### src/rtl/cdr_deserializer.sv
// Serial-to-parallel deserializer for a recovered CDR bit stream. It hunts for a
// sync word, tracks frame alignment and emits data words with a start-of-frame flag.
//
// state      | meaning
// -----------+-------------------------------------------------------------
// ST_IDLE    | CDR not locked, or one edge after lock rises; data_in ignored
// ST_HUNT    | shifting bits in and searching for SYNC_WORD
// ST_LOCKED  | frame aligned; data words emitted, sync slot checked
module cdr_deserializer #(
    parameter int               WIDTH       = 8,
    parameter logic [WIDTH-1:0] SYNC_WORD   = 8'hBC,
    parameter int               FRAME_WORDS = 4,
    parameter int               MISS_LIMIT  = 3
) (
    input  logic             clk,
    input  logic             rst_n,
    input  logic             lock,
    input  logic             data_in,
    output logic [WIDTH-1:0] data_out,
    output logic             data_valid,
    output logic             sof,
    output logic             aligned,
    output logic             sync_err
);

    localparam int FCW = $clog2(WIDTH + 1);
    localparam int BCW = $clog2(WIDTH);
    localparam int WIW = $clog2(FRAME_WORDS + 1);
    localparam int MCW = $clog2(MISS_LIMIT + 1);

    localparam logic [FCW-1:0] FILL_FULL = FCW'(WIDTH);
    localparam logic [BCW-1:0] BIT_LAST  = BCW'(WIDTH - 1);
    localparam logic [WIW-1:0] IDX_SYNC  = WIW'(FRAME_WORDS);
    localparam logic [MCW-1:0] MISS_MAX  = MCW'(MISS_LIMIT);

    localparam logic [1:0] ST_IDLE   = 2'd0;
    localparam logic [1:0] ST_HUNT   = 2'd1;
    localparam logic [1:0] ST_LOCKED = 2'd2;

    logic [1:0]       r_state;
    // Only the low WIDTH-1 bits of history are needed; the incoming bit completes the word.
    logic [WIDTH-2:0] r_sr;
    logic [FCW-1:0]   r_fill;
    logic [BCW-1:0]   r_bitcnt;
    logic [WIW-1:0]   r_widx;
    logic [MCW-1:0]   r_miss;
    logic [WIDTH-1:0] r_data_out;
    logic             r_data_valid;
    logic             r_sof;
    logic             r_aligned;
    logic             r_sync_err;

    logic [WIDTH-1:0] w_nsr;
    logic [FCW-1:0]   w_fill_nxt;
    logic [MCW-1:0]   w_miss_inc;
    logic             w_sync_ok;
    logic             w_word_done;
    logic             w_hunt_hit;
    logic             w_sync_slot;
    logic             w_drop;
    logic [1:0]       w_state_nxt;

    assign w_nsr       = {r_sr, data_in};
    assign w_fill_nxt  = (r_fill == FILL_FULL) ? r_fill : r_fill + 1'b1;
    assign w_miss_inc  = r_miss + 1'b1;
    assign w_sync_ok   = (w_nsr == SYNC_WORD);
    assign w_word_done = (r_bitcnt == BIT_LAST);
    assign w_hunt_hit  = (r_state == ST_HUNT) && (w_fill_nxt == FILL_FULL) && w_sync_ok;
    assign w_sync_slot = (r_state == ST_LOCKED) && w_word_done && (r_widx == IDX_SYNC);
    assign w_drop      = w_sync_slot && !w_sync_ok && (w_miss_inc == MISS_MAX);

    always_comb begin
        w_state_nxt = r_state;
        if (!lock) begin
            w_state_nxt = ST_IDLE;
        end else begin
            case (r_state)
                ST_IDLE:   w_state_nxt = ST_HUNT;
                ST_HUNT:   w_state_nxt = w_hunt_hit ? ST_LOCKED : ST_HUNT;
                ST_LOCKED: w_state_nxt = w_drop ? ST_HUNT : ST_LOCKED;
                default:   w_state_nxt = ST_IDLE;
            endcase
        end
    end

    always_ff @(posedge clk or negedge rst_n) begin
        if (!rst_n) begin
            r_state      <= ST_IDLE;
            r_sr         <= '0;
            r_fill       <= '0;
            r_bitcnt     <= '0;
            r_widx       <= '0;
            r_miss       <= '0;
            r_data_out   <= '0;
            r_data_valid <= 1'b0;
            r_sof        <= 1'b0;
            r_aligned    <= 1'b0;
            r_sync_err   <= 1'b0;
        end else begin
            r_state      <= w_state_nxt;
            r_aligned    <= (w_state_nxt == ST_LOCKED);
            r_data_valid <= 1'b0;
            r_sof        <= 1'b0;
            r_sync_err   <= 1'b0;
            if (!lock) begin
                r_sr     <= '0;
                r_fill   <= '0;
                r_bitcnt <= '0;
                r_widx   <= '0;
                r_miss   <= '0;
            end else if (r_state == ST_HUNT) begin
                r_sr   <= w_nsr[WIDTH-2:0];
                r_fill <= w_fill_nxt;
                if (w_hunt_hit) begin
                    r_bitcnt <= '0;
                    r_widx   <= '0;
                    r_miss   <= '0;
                end
            end else if (r_state == ST_LOCKED) begin
                r_sr <= w_nsr[WIDTH-2:0];
                if (!w_word_done) begin
                    r_bitcnt <= r_bitcnt + 1'b1;
                end else begin
                    r_bitcnt <= '0;
                    if (w_sync_slot) begin
                        r_widx <= '0;
                        if (w_sync_ok) begin
                            r_miss <= '0;
                        end else begin
                            r_sync_err <= 1'b1;
                            r_miss     <= w_miss_inc;
                        end
                        // Losing alignment restarts the fill so a fresh full word is needed.
                        if (w_drop) begin
                            r_fill <= '0;
                        end
                    end else begin
                        r_data_out   <= w_nsr;
                        r_data_valid <= 1'b1;
                        r_sof        <= (r_widx == '0);
                        r_widx       <= r_widx + 1'b1;
                    end
                end
            end
        end
    end

    assign data_out   = r_data_out;
    assign data_valid = r_data_valid;
    assign sof        = r_sof;
    assign aligned    = r_aligned;
    assign sync_err   = r_sync_err;

endmodule

### config.mk
export PLATFORM = sky130hd
export DESIGN_NAME = cdr_deserializer
export DESIGN_NICKNAME = d
export VERILOG_FILES = /design/src/rtl/cdr_deserializer.sv
export SDC_FILE = /design/constraint.sdc
export NUM_CORES = 1
export LEC_CHECK = 0
export CORE_MARGIN = 3
export CORE_UTILIZATION = 50
export CTS_CLUSTER_SIZE = 20
export DETAILED_ROUTE_END_ITERATION = 8
export HOLD_SLACK_MARGIN = 0.03
export PLACE_DENSITY = 0.71
export SLEW_MARGIN = 20
export SYNTH_ARGS = -nofsm -noshare
export SYNTH_HDL_FRONTEND = slang
export SYNTH_SLANG_ARGS = --single-unit
### constraint.sdc
create_clock -name clk -period 2.5 [get_ports clk]
set_input_delay 0.5 -clock clk [delete_from_list [all_inputs] [get_ports clk]]
set_output_delay 0.5 -clock clk [all_outputs]
set_load 0.005 [all_outputs]
==> metrics.md <==
| Metric | Value |
|---|---|
| Outcome | finished, final reports clean |
| Final Net Count | around 180 |
| Number of global-route vias before repair | around 1,300 |
| Routed Wire Length | around 3.4 mm |
| CP max-delay cell | dfrtp_1 |
| Seq/Total Area, Yosys | 51.2% |
| Slew Limit Fails | 0 |
| Synthesized instance count | between 150 and 200 |
| Clock skew | 0.00464 ns |
| Final instance area | 1880 um^2 |
| Synth unique cells | 40 |
| CTS tree | done |
| I/O pin cnt | 16 |
| Vias/cell | 5.76 |
| Final Util | between 60% and 70% |
| Port bufs | 15 |
| Worst IR drop on VDD | roughly 280 uV |
| Post-synthesis compound-gate area fraction | between 10% and 20% |
| Syn_nets | roughly 160 |
| Critical path's largest stage delay | around 0.47 ns |
| Slew HR | around two thirds |
| Minimum clock period | between 2 and 2.5 ns |
| Worst hold margin | ~0.5 ns |
| First-pass GRT wire length | approximately 6 mm |
| Avg Cell Area, Syn | between 10 and 15 um^2 |
| Detail Placement HPWL | 2.42 mm |
| Total iterations of the first detailed-routing run | 4 |
| Flops & latches, synth | 33 |
| Fill cells | 250 |
| Count of final setup violators | 0 |
| Most frequent cells in the layout | dfrtp_1 (33), nand2_1 (19), clkdlybuf4s50_1 (15) |
| Worst skew pair latency | between 0.3 and 0.4 ns |
| Crit Path Max Fanout | 7 |
| Worst Max-Slew Pin Slew | 0.517 ns |
| Synth Area in Simple Gates | about 16% |
| Die Span X | approximately 63 um |
| Std-Cell Rows | 19 |
| Kind of critical path | flop to flop |
| Commonest non-fill, non-tap cell in the layout | dfrtp_1 |
| Synthesized area | approximately 1600 um^2 |
| Clock Pin Slew Worst Setup and Hold Paths | approximately 0.090 ns |
| Clock buffer depth | 2 |
| Global placer's final weighted congestion | 0.845 |
| # Post-CTS Setup Buffers | 0 |
| Xor/xnor share of the synthesized area | less than 1% |
| Sw frac | ~27% |
| RSZ-0062 raised after global routing | no |
| Initial antenna violation count | 0 |
| Psw | 261 uW |
| Wirelength per Cell | roughly 16 um |
| Tcrit/Tclk final | 80.7% |
| Layout cells sized above 1 | about 12% |
| Clock network fraction of total power | approximately 28% |
| Total core area | 2900 um^2 |
| Req. time, crit path | approximately 2.7 ns |
| Max cap viols | 0 |
| Vias | between 1,000 and 1,500 |
| Post-CTS Hold Buffers | 0 |
| Initial core utilization | 55.6% |
| Synth Area in Adders | between 5 and 6% |
| CTS sink cnt | 33 |
| Pleak | between 0.8 and 0.9 nW |
| Post_cts resized | 0 |
| Ant. Diodes | 0 |
| DRC Markers | 0 |
| Chip Height | between 60 and 70 um |
| Largest net degree at the start of global routing | 34 |
| Worst Hold Class | flop to flop |
| Final Hold Fails | 0 |
| TNS Setup | 0 ns |
| Hold depth | 1 |
| Layout area overhead | 16.4% |
| Int Pwr | 693 uW |
| Die area | slightly below 4000 um^2 |
| FMAX | slightly below 500 MHz |
| Clock Tree Root | clkbuf_4 |
| Grt ovf | 0 |
| Placed Area | approximately 1800 um^2 |
| Pwr dens | about 510 nW/um^2 |
| Worst reg-to-reg path cell count | 6 |
| H-tree depth | 2 |
| Mux cell area share after synthesis | 6.83% |
| CP cell instances | ha_1, inv_1, o32a_1, a2111oi_4, buf_4, nor3_1 |
| Gate power share | 12.2% |
| Synth warn | 0 |
| Initial DRC Count | between 100 and 150 |
| CP Launch Type | flop |
| Worst Setup End Kind | flop |
| Flop pwr share | 60.1% |
| Main combinational cell family by area after synthesis | compound AO/OA/AOI/OAI gates |
| Num CTS Buffers | 5 |
| GRT Total Usage | roughly a fifth |
| Antenna viol nets, final | 0 |
| WP data arrival | 2.23 ns |
kinds of logic (layout without fill, tap and decap cells):
group / after synthesis / in the layout
xor+xnor: 1 / 1
fa+ha+maj: 7 / 7
compound gates: 34 / 34
buf+inv: 17 / 38
mux: 10 / 10
flops: 33 / 33
simple gates: 49 / 49
power by group through the flow:
stage	combinational [mW]	sequential (mW)	clock (mW)
3_5_place_dp	0.116	0.584	0
2_1_floorplan	0.0796	0.578	0
4_1_cts	0.116	0.573	0.274
3_3_place_gp	0.113	0.582	0
6_report	0.117	0.574	0.264
5_1_grt	0.130	0.578	0.306
per-layer routing:
layer	track usage [%]	vias up	routed length [um]
met5	0	-	0
li1	-	582	-
met3	6.29	4	152
met4	8.82	0	27
met2	30.8	33	1660
met1	24.4	613	1570
layout make-up:
class                   count  area (um^2)  area share [%]
multi-input cells         101          722            38.5
repair buffers             20          188            10.0
inverters                  12         45.0            2.40
clock buffers               5         37.5            2.00
clock inverters             1         5.00           0.267
well taps                  42         52.6            2.80
flip-flops and latches     33          826            44.0
cell usage after synthesis, drive strengths merged:
cell type,count,area share (%)
a21oi,9,2.8
o21ai,2,0.62
clkbuf,5,1.2
xor2,1,0.54
and4b,2,1.2
nand2b,2,0.78
a211oi,4,2.2
nand3b,2,0.93
nand3,8,2.5
o22ai,2,0.78
and2,1,0.39
inv,12,2.8
nor3b,2,0.93
nor4bb,1,0.62
a21boi,1,0.47
nor3,5,1.6
and3,1,0.39
a2111oi,3,2.8
nor2b,2,0.78
o2bb2ai,1,0.54
o32a,1,0.62
nor4,1,0.39
and3b,1,0.54
o31ai,1,0.47
o211ai,2,0.93
o22a,1,0.54
o21a,2,0.93
a31oi,2,0.78
a21o,1,0.47
nor2,2,0.47
mux2,8,5.6
a32o,1,0.62
dfrtp,33,51
mux2i,2,1.2
nand2,19,4.4
ha,7,5.4
a211o,1,0.54
path summary, 6_finish.rpt:
path	start	slack [ns]	endpoint
max in group asynchronous	rst_n	1.64	r_state[0]
min	data_out[6]	0.51	data_out[6]
min reg2reg	data_out[6]	0.51	data_out[6]
min in group asynchronous	rst_n	0.56	r_fill[2]
max	r_fill[0]	0.48	r_bitcnt[0]
max reg2reg	r_fill[0]	0.48	r_bitcnt[0]
per-stage QoR:
| step | instances | total power [mW] | setup WS (ns) |
|---|---|---|---|
| 6_report | 214 | 0.954 | 0.483 |
| 5_1_grt | 214 | 1.01 | 0.365 |
| 4_1_cts | 214 | 0.964 | 0.506 |
| 3_5_place_dp | 208 | 0.700 | 0.174 |
| 3_3_place_gp | 208 | 0.695 | 0.278 |
| 2_1_floorplan | 151 | 0.658 | 0.694 |
state kept, by name, indices dropped and copies added, names as in the netlist:
signal	cells
data_out	8
r_sr	7
r_fill	4
r_bitcnt	3
r_widx	3
r_miss	2
r_state	2
aligned	1
data_valid	1
sof	1
sync_err	1
worst max-delay path, delay by kind of cell (launching register included):
kind            cells  cell delay [ns]
flops               1             0.47
fa+ha+maj           1             0.24
buf+inv             2             0.29
compound gates      2             0.84
simple gates        1             0.06
Note: power is estimated with default switching activity, not from simulation.
==> patch 1 (config.mk and constraints unchanged) <==
Add an input register stage for `lock` and `data_in`; this delays them by one clock.
--- a/src/rtl/cdr_deserializer.sv
+++ b/src/rtl/cdr_deserializer.sv
@@ -37,6 +37,14 @@
     localparam logic [1:0] ST_HUNT   = 2'd1;
     localparam logic [1:0] ST_LOCKED = 2'd2;
 
+    logic lock_q;
+    logic data_q;
+
+    always_ff @(posedge clk) begin
+        lock_q <= lock;
+        data_q <= data_in;
+    end
+
     logic [1:0]       r_state;
     // Only the low WIDTH-1 bits of history are needed; the incoming bit completes the word.
     logic [WIDTH-2:0] r_sr;
@@ -60,7 +68,7 @@
     logic             w_drop;
     logic [1:0]       w_state_nxt;
 
-    assign w_nsr       = {r_sr, data_in};
+    assign w_nsr       = {r_sr, data_q};
     assign w_fill_nxt  = (r_fill == FILL_FULL) ? r_fill : r_fill + 1'b1;
     assign w_miss_inc  = r_miss + 1'b1;
     assign w_sync_ok   = (w_nsr == SYNC_WORD);
@@ -71,7 +79,7 @@
 
     always_comb begin
         w_state_nxt = r_state;
-        if (!lock) begin
+        if (!lock_q) begin
             w_state_nxt = ST_IDLE;
         end else begin
             case (r_state)
@@ -102,7 +110,7 @@
             r_data_valid <= 1'b0;
             r_sof        <= 1'b0;
             r_sync_err   <= 1'b0;
-            if (!lock) begin
+            if (!lock_q) begin
                 r_sr     <= '0;
                 r_fill   <= '0;
                 r_bitcnt <= '0;
Formal check against the unedited RTL: not equivalent (a bounded check fails within 10 cycles, from zero or initial values and one cycle with rst_n low).
==> patch 1 against the original RTL <==
Core utilization fell by 2.1 points. Wire length fell by 8.0%. Cell count fell by 1.4%. Worst setup slack improved by 0.031 ns. Synthesized area rose by 2.3%. Sequential cell count rose by 2. Design area rose by 3.5%.
Power is not compared: it rests on default switching activity, and its combinational part moved more than twofold at a synthesized area within 25%.
==> patch 1: results (changes against the original RTL) <==
----------------------------------------------------
[Worst setup path]
  Highest cell delay on the worst timing path ... 0.44 ns (was 0.47 ns)
  Termination of the worst setup path ... r_widx[2]$_DFFE_PN0P_ (was r_bitcnt[0]$_DFFE_PN0P_)
  Critical path peak fanout ... 5 (was 7)

[Hold path]
  Destination of the worst hold path ... r_miss[0]$_DFFE_PN0P_ (was data_out[6]$_DFFE_PN0P_)
  Critical hold path startpoint ... r_miss[0]$_DFFE_PN0P_ (was data_out[6]$_DFFE_PN0P_)

[Logic synthesis]
  Top post-synthesis cells by count ... sky130_fd_sc_hd__dfrtp_1 (33), sky130_fd_sc_hd__nand2_1 (23), sky130_fd_sc_hd__a21oi_1 (10), sky130_fd_sc_hd__inv_1 (10), sky130_fd_sc_hd__mux2_2 (9) (was sky130_fd_sc_hd__dfrtp_1 (33), sky130_fd_sc_hd__nand2_1 (19), sky130_fd_sc_hd__inv_1 (12))
  Post-synthesis async set-or-reset flop share ... 94.3% (was 100%)
  Seq/Total Area, Yosys ... 52.5% (was 51.2%)
  Syn Std Cell Area ... 1650 um^2 (was 1610 um^2)
  Unique cell type count in the Yosys netlist ... 37 (was 40)
  Cells after synthesis ... 147 (was 151)
  Post-Synthesis Net Count ... 158 (was 162)

[STA]
  Worst hold slack after final layout ... 0.479 ns (was 0.515 ns)
  Clock Skew ... 0.00855 ns (was 0.00464 ns)
  Final worst setup slack ... 0.514 ns (was 0.483 ns)
  Slew at the pin with the worst max-slew slack ... 0.596 ns (was 0.517 ns)

[Final layout]
  Layout overhead on the synthesized area ... 17.8% (was 16.4%)
  Share of cell area taken by flip-flops and latches ... 44.6% (was 44.0%)
  Net count reported at finish ... 177 (was 184)
  Number of fill cells ... 288 (was 250)
  Share of cells above drive strength 1 ... 13.2% (was 12.2%)
  Footprint of the multi-input gates ... 719 um^2 (was 722 um^2)

[GRT]
  GR Util All Layers ... 18.2% (was 19.5%)
  Wire length of the first global-routing pass ... 5.61 mm (was 5.99 mm)
  Met3 capacity usage during global routing ... 3.92% (was 6.29%)

[Routing]
  Vias after detailed routing ... 1155 (was 1232)
  Wirelength per Cell ... 14.9 um (was 15.9 um)
  Initial DRC Count ... 32 (was 103)
  Routed via count divided by cell count ... 5.47 (was 5.76)

[CTS]
  Clock-pin slew on the worst setup and hold paths ... 0.11 ns (was 0.09 ns)
  Clock Latency Late Sink ... 0.34 ns

[Placement]
  Placement Cell Area ... 1840 um^2 (was 1830 um^2)
  HPWL after detailed placement ... 2.23 mm (was 2.42 mm)
  Cell Count Post-Placement ... 203 (was 208)
  Final RePlAce weighted congestion ... 0.744 (was 0.845)

[Status]
  Result of the run ... completed (unchanged)

----------------------------------------------------
## patch 1: changes by cell type in the layout (fill, tap and decap cells not counted), moves of 3 or more
cell,change
sky130_fd_sc_hd__nand3_1,-6
sky130_fd_sc_hd__buf_4,-4
sky130_fd_sc_hd__nor3_1,-4
sky130_fd_sc_hd__a22o_1,+3
sky130_fd_sc_hd__nand2_1,+4
## patch 1: per-layer routing
metal | vias up | wire (um)
met5 | - | 0
met4 | 0 | 41
met3 | 4 | 118
met2 | 26 | 1720
met1 | 573 | 1260
li1 | 552 | -
## patch 1: power groups by stage
stage	clock network [mW]	logic (mW)	registers, mW
floorplan	0	0.0332	0.590
global placement	0	0.0517	0.594
detailed placement	0	0.0552	0.595
CTS	0.520	0.0555	0.584
global route	0.548	0.0610	0.585
finish	0.511	0.0542	0.584
## patch 1: cells by family after synthesis
kind of cell	share of synthesized area (%)
buf+inv	3.80
flops	52.5
simple gates	16.5
compound gates	10.9
mux	9.34
xor+xnor	1.59
fa+ha+maj	5.31
==> patch 2 (same flow settings) <==
Without the edit above. Set the parameter `MISS_LIMIT` to 6 (it was 3).
--- a/src/rtl/cdr_deserializer.sv
+++ b/src/rtl/cdr_deserializer.sv
@@ -10,7 +10,7 @@
     parameter int               WIDTH       = 8,
     parameter logic [WIDTH-1:0] SYNC_WORD   = 8'hBC,
     parameter int               FRAME_WORDS = 4,
-    parameter int               MISS_LIMIT  = 3
+    parameter int               MISS_LIMIT  = 6
 ) (
     input  logic             clk,
     input  logic             rst_n,
Check against the original RTL: same outputs for any inputs over 10 cycles, from zero or initial values and one cycle with rst_n low; that may be too few to reach the edited logic, so the function may still have changed.
==> patch 2 against the original RTL <==
First-iteration DRC count decreased by 59%. Count of clock-buffer cells in the layout increased by 1. Worst setup slack got worse by 0.030 ns. Wire length increased by 9.1%. Design area increased by 11%. Power increased by 14%. Via count increased by 8.0%. Sequential cell count increased by 1. Hold slack got worse by 0.0012 ns. Synthesized cell count increased by 12%. Synthesized area increased by 13%. Combinational power increased by 42%. Largest power group unchanged.
==> patch 2: results (changes against the original RTL) <==
----------------------------------------------------
[Status]
  Result of the run ... completed (unchanged)

[Logic synthesis]
  Biggest area contributors in the synthesized netlist ... sky130_fd_sc_hd__dfrtp_1 (47%), sky130_fd_sc_hd__ha_1 (5.5%), sky130_fd_sc_hd__mux2_2 (5.0%) (was sky130_fd_sc_hd__dfrtp_1 (51%), sky130_fd_sc_hd__mux2_2 (5.6%), sky130_fd_sc_hd__ha_1 (5.4%))
  Share of the synthesized area in compound gates (AO/OA/AOI/OAI) ... 19.3% (was 16.1%)
  Share of the synthesized netlist area taken by xor and xnor gates ... 1.86% (was 0.543%)
  Top post-synthesis cells by count ... sky130_fd_sc_hd__dfrtp_1 (34), sky130_fd_sc_hd__nand2_1 (24), sky130_fd_sc_hd__a21oi_1 (11) (was sky130_fd_sc_hd__dfrtp_1 (33), sky130_fd_sc_hd__nand2_1 (19), sky130_fd_sc_hd__inv_1 (12))
  Multiplexer fraction of the synthesized cell area ... 5.52% (was 6.83%)
  Post-Synthesis Net Count ... 181 (was 162)
  Synthesized-area fraction occupied by adder cells ... 5.52% (was 5.43%)
  Seq/Total Area, Yosys ... 46.9% (was 51.2%)

[STA]
  Headroom to the max-slew limit ... 67.5% (was 65.5%)

[Routing]
  Initial DRC Count ... 42 (was 103)
  Post-Route WL ... 3.72 mm (was 3.41 mm)
  Routed via count divided by cell count ... 5.66 (was 5.76)

[Placement]
  Final RePlAce weighted congestion ... 0.820 (was 0.845)
  Placement Cell Area ... 2010 um^2 (was 1830 um^2)
  HPWL after detailed placement ... 2.75 mm (was 2.42 mm)
  Count of port buffers added during placement ... 15 (unchanged)

[Worst setup path]
  Slowest CP cell ... sky130_fd_sc_hd__a2111oi_4 (was sky130_fd_sc_hd__dfrtp_1)
  Critical path peak fanout ... 6 (was 7)

[Power]
  Maximum vdd ir drop ... 0.300 mV (was 0.278 mV)
  Static leakage ... 0.914 nW (was 0.859 nW)

[GRT]
  Via count of the first global-routing pass ... 1316 (was 1282)
  GR Util All Layers ... 19.3% (was 19.5%)
  Wire length of the first global-routing pass ... 6.29 mm (was 5.99 mm)

[CTS]
  Clock-pin slew on the worst setup and hold paths ... 0.11 ns (was 0.09 ns)

[Final layout]
  Share of cells above drive strength 1 ... 14.8% (was 12.2%)
  Number of fill cells ... 298 (was 250)

----------------------------------------------------
patch 2: layout make-up:
type                    count  area share, %
clock buffers               6           2.47
clock inverters             2          0.603
inverters                  10           1.81
multi-input cells         119           43.0
flip-flops and latches     34           41.0
well taps                  46           2.77
repair buffers             18           8.32
patch 2: final timing paths:
check | from | end | slack [ns] | cells past startpoint
setup reg to reg | r_fill[0]$_DFFE_PN0P_ | r_widx[0]$_DFFE_PN0P_ | 0.45 | 6
setup / recovery | r_fill[0]$_DFFE_PN0P_ | r_widx[0]$_DFFE_PN0P_ | 0.45 | 6
min in group asynchronous | rst_n | data_out[2]$_DFFE_PN0P_ | 0.56 | 2
max in group asynchronous | rst_n | aligned$_DFF_PN0_ | 1.64 | 2
hold reg to reg | data_out[5]$_DFFE_PN0P_ | data_out[5]$_DFFE_PN0P_ | 0.51 | 1
hold / removal | data_out[5]$_DFFE_PN0P_ | data_out[5]$_DFFE_PN0P_ | 0.51 | 1
patch 2: logic make-up after synthesis:
family | count (synthesis)
compound gates | 41
xor+xnor | 3
fa+ha+maj | 8
buf+inv | 16
flops | 34
mux | 9
simple gates | 58
patch 2: stage by stage:
stage               worst slack, ns  hold slack (ns)  instances
finish                        0.453            0.514        235
global route                  0.303            0.527        235
CTS                           0.428            0.517        235
detailed placement            0.232            0.492        227
global placement              0.348            0.487        227
floorplan                     0.760            0.204        169
patch 2: per-layer routing:
| metal | global-route usage, % | up-vias | share of wire (%) |
|---|---|---|---|
| li1 | - | 651 | - |
| met1 | 25.0 | 661 | 45 |
| met2 | 31.2 | 13 | 51 |
| met3 | 5.10 | 5 | 2.3 |
| met4 | 6.09 | 0 | 1.2 |
| met5 | 0 | - | 0 |
patch 2: power breakdown:
group          switching, mW  total (mW)  internal, mW  leakage (nW)
clock                  0.191       0.326         0.135        0.0343
combinational         0.0988       0.166        0.0671         0.410
sequential            0.0269       0.592         0.565         0.470
patch 2: worst reg2reg max path: cells and delay by family (launching register included):
family,cells,cell delay (ns)
and+or+nand+nor,2,0.34
adders and majority gates,1,0.20
DFF,1,0.46
AOI/OAI and AO/OA,2,0.75
buffers and inverters,1,0.16
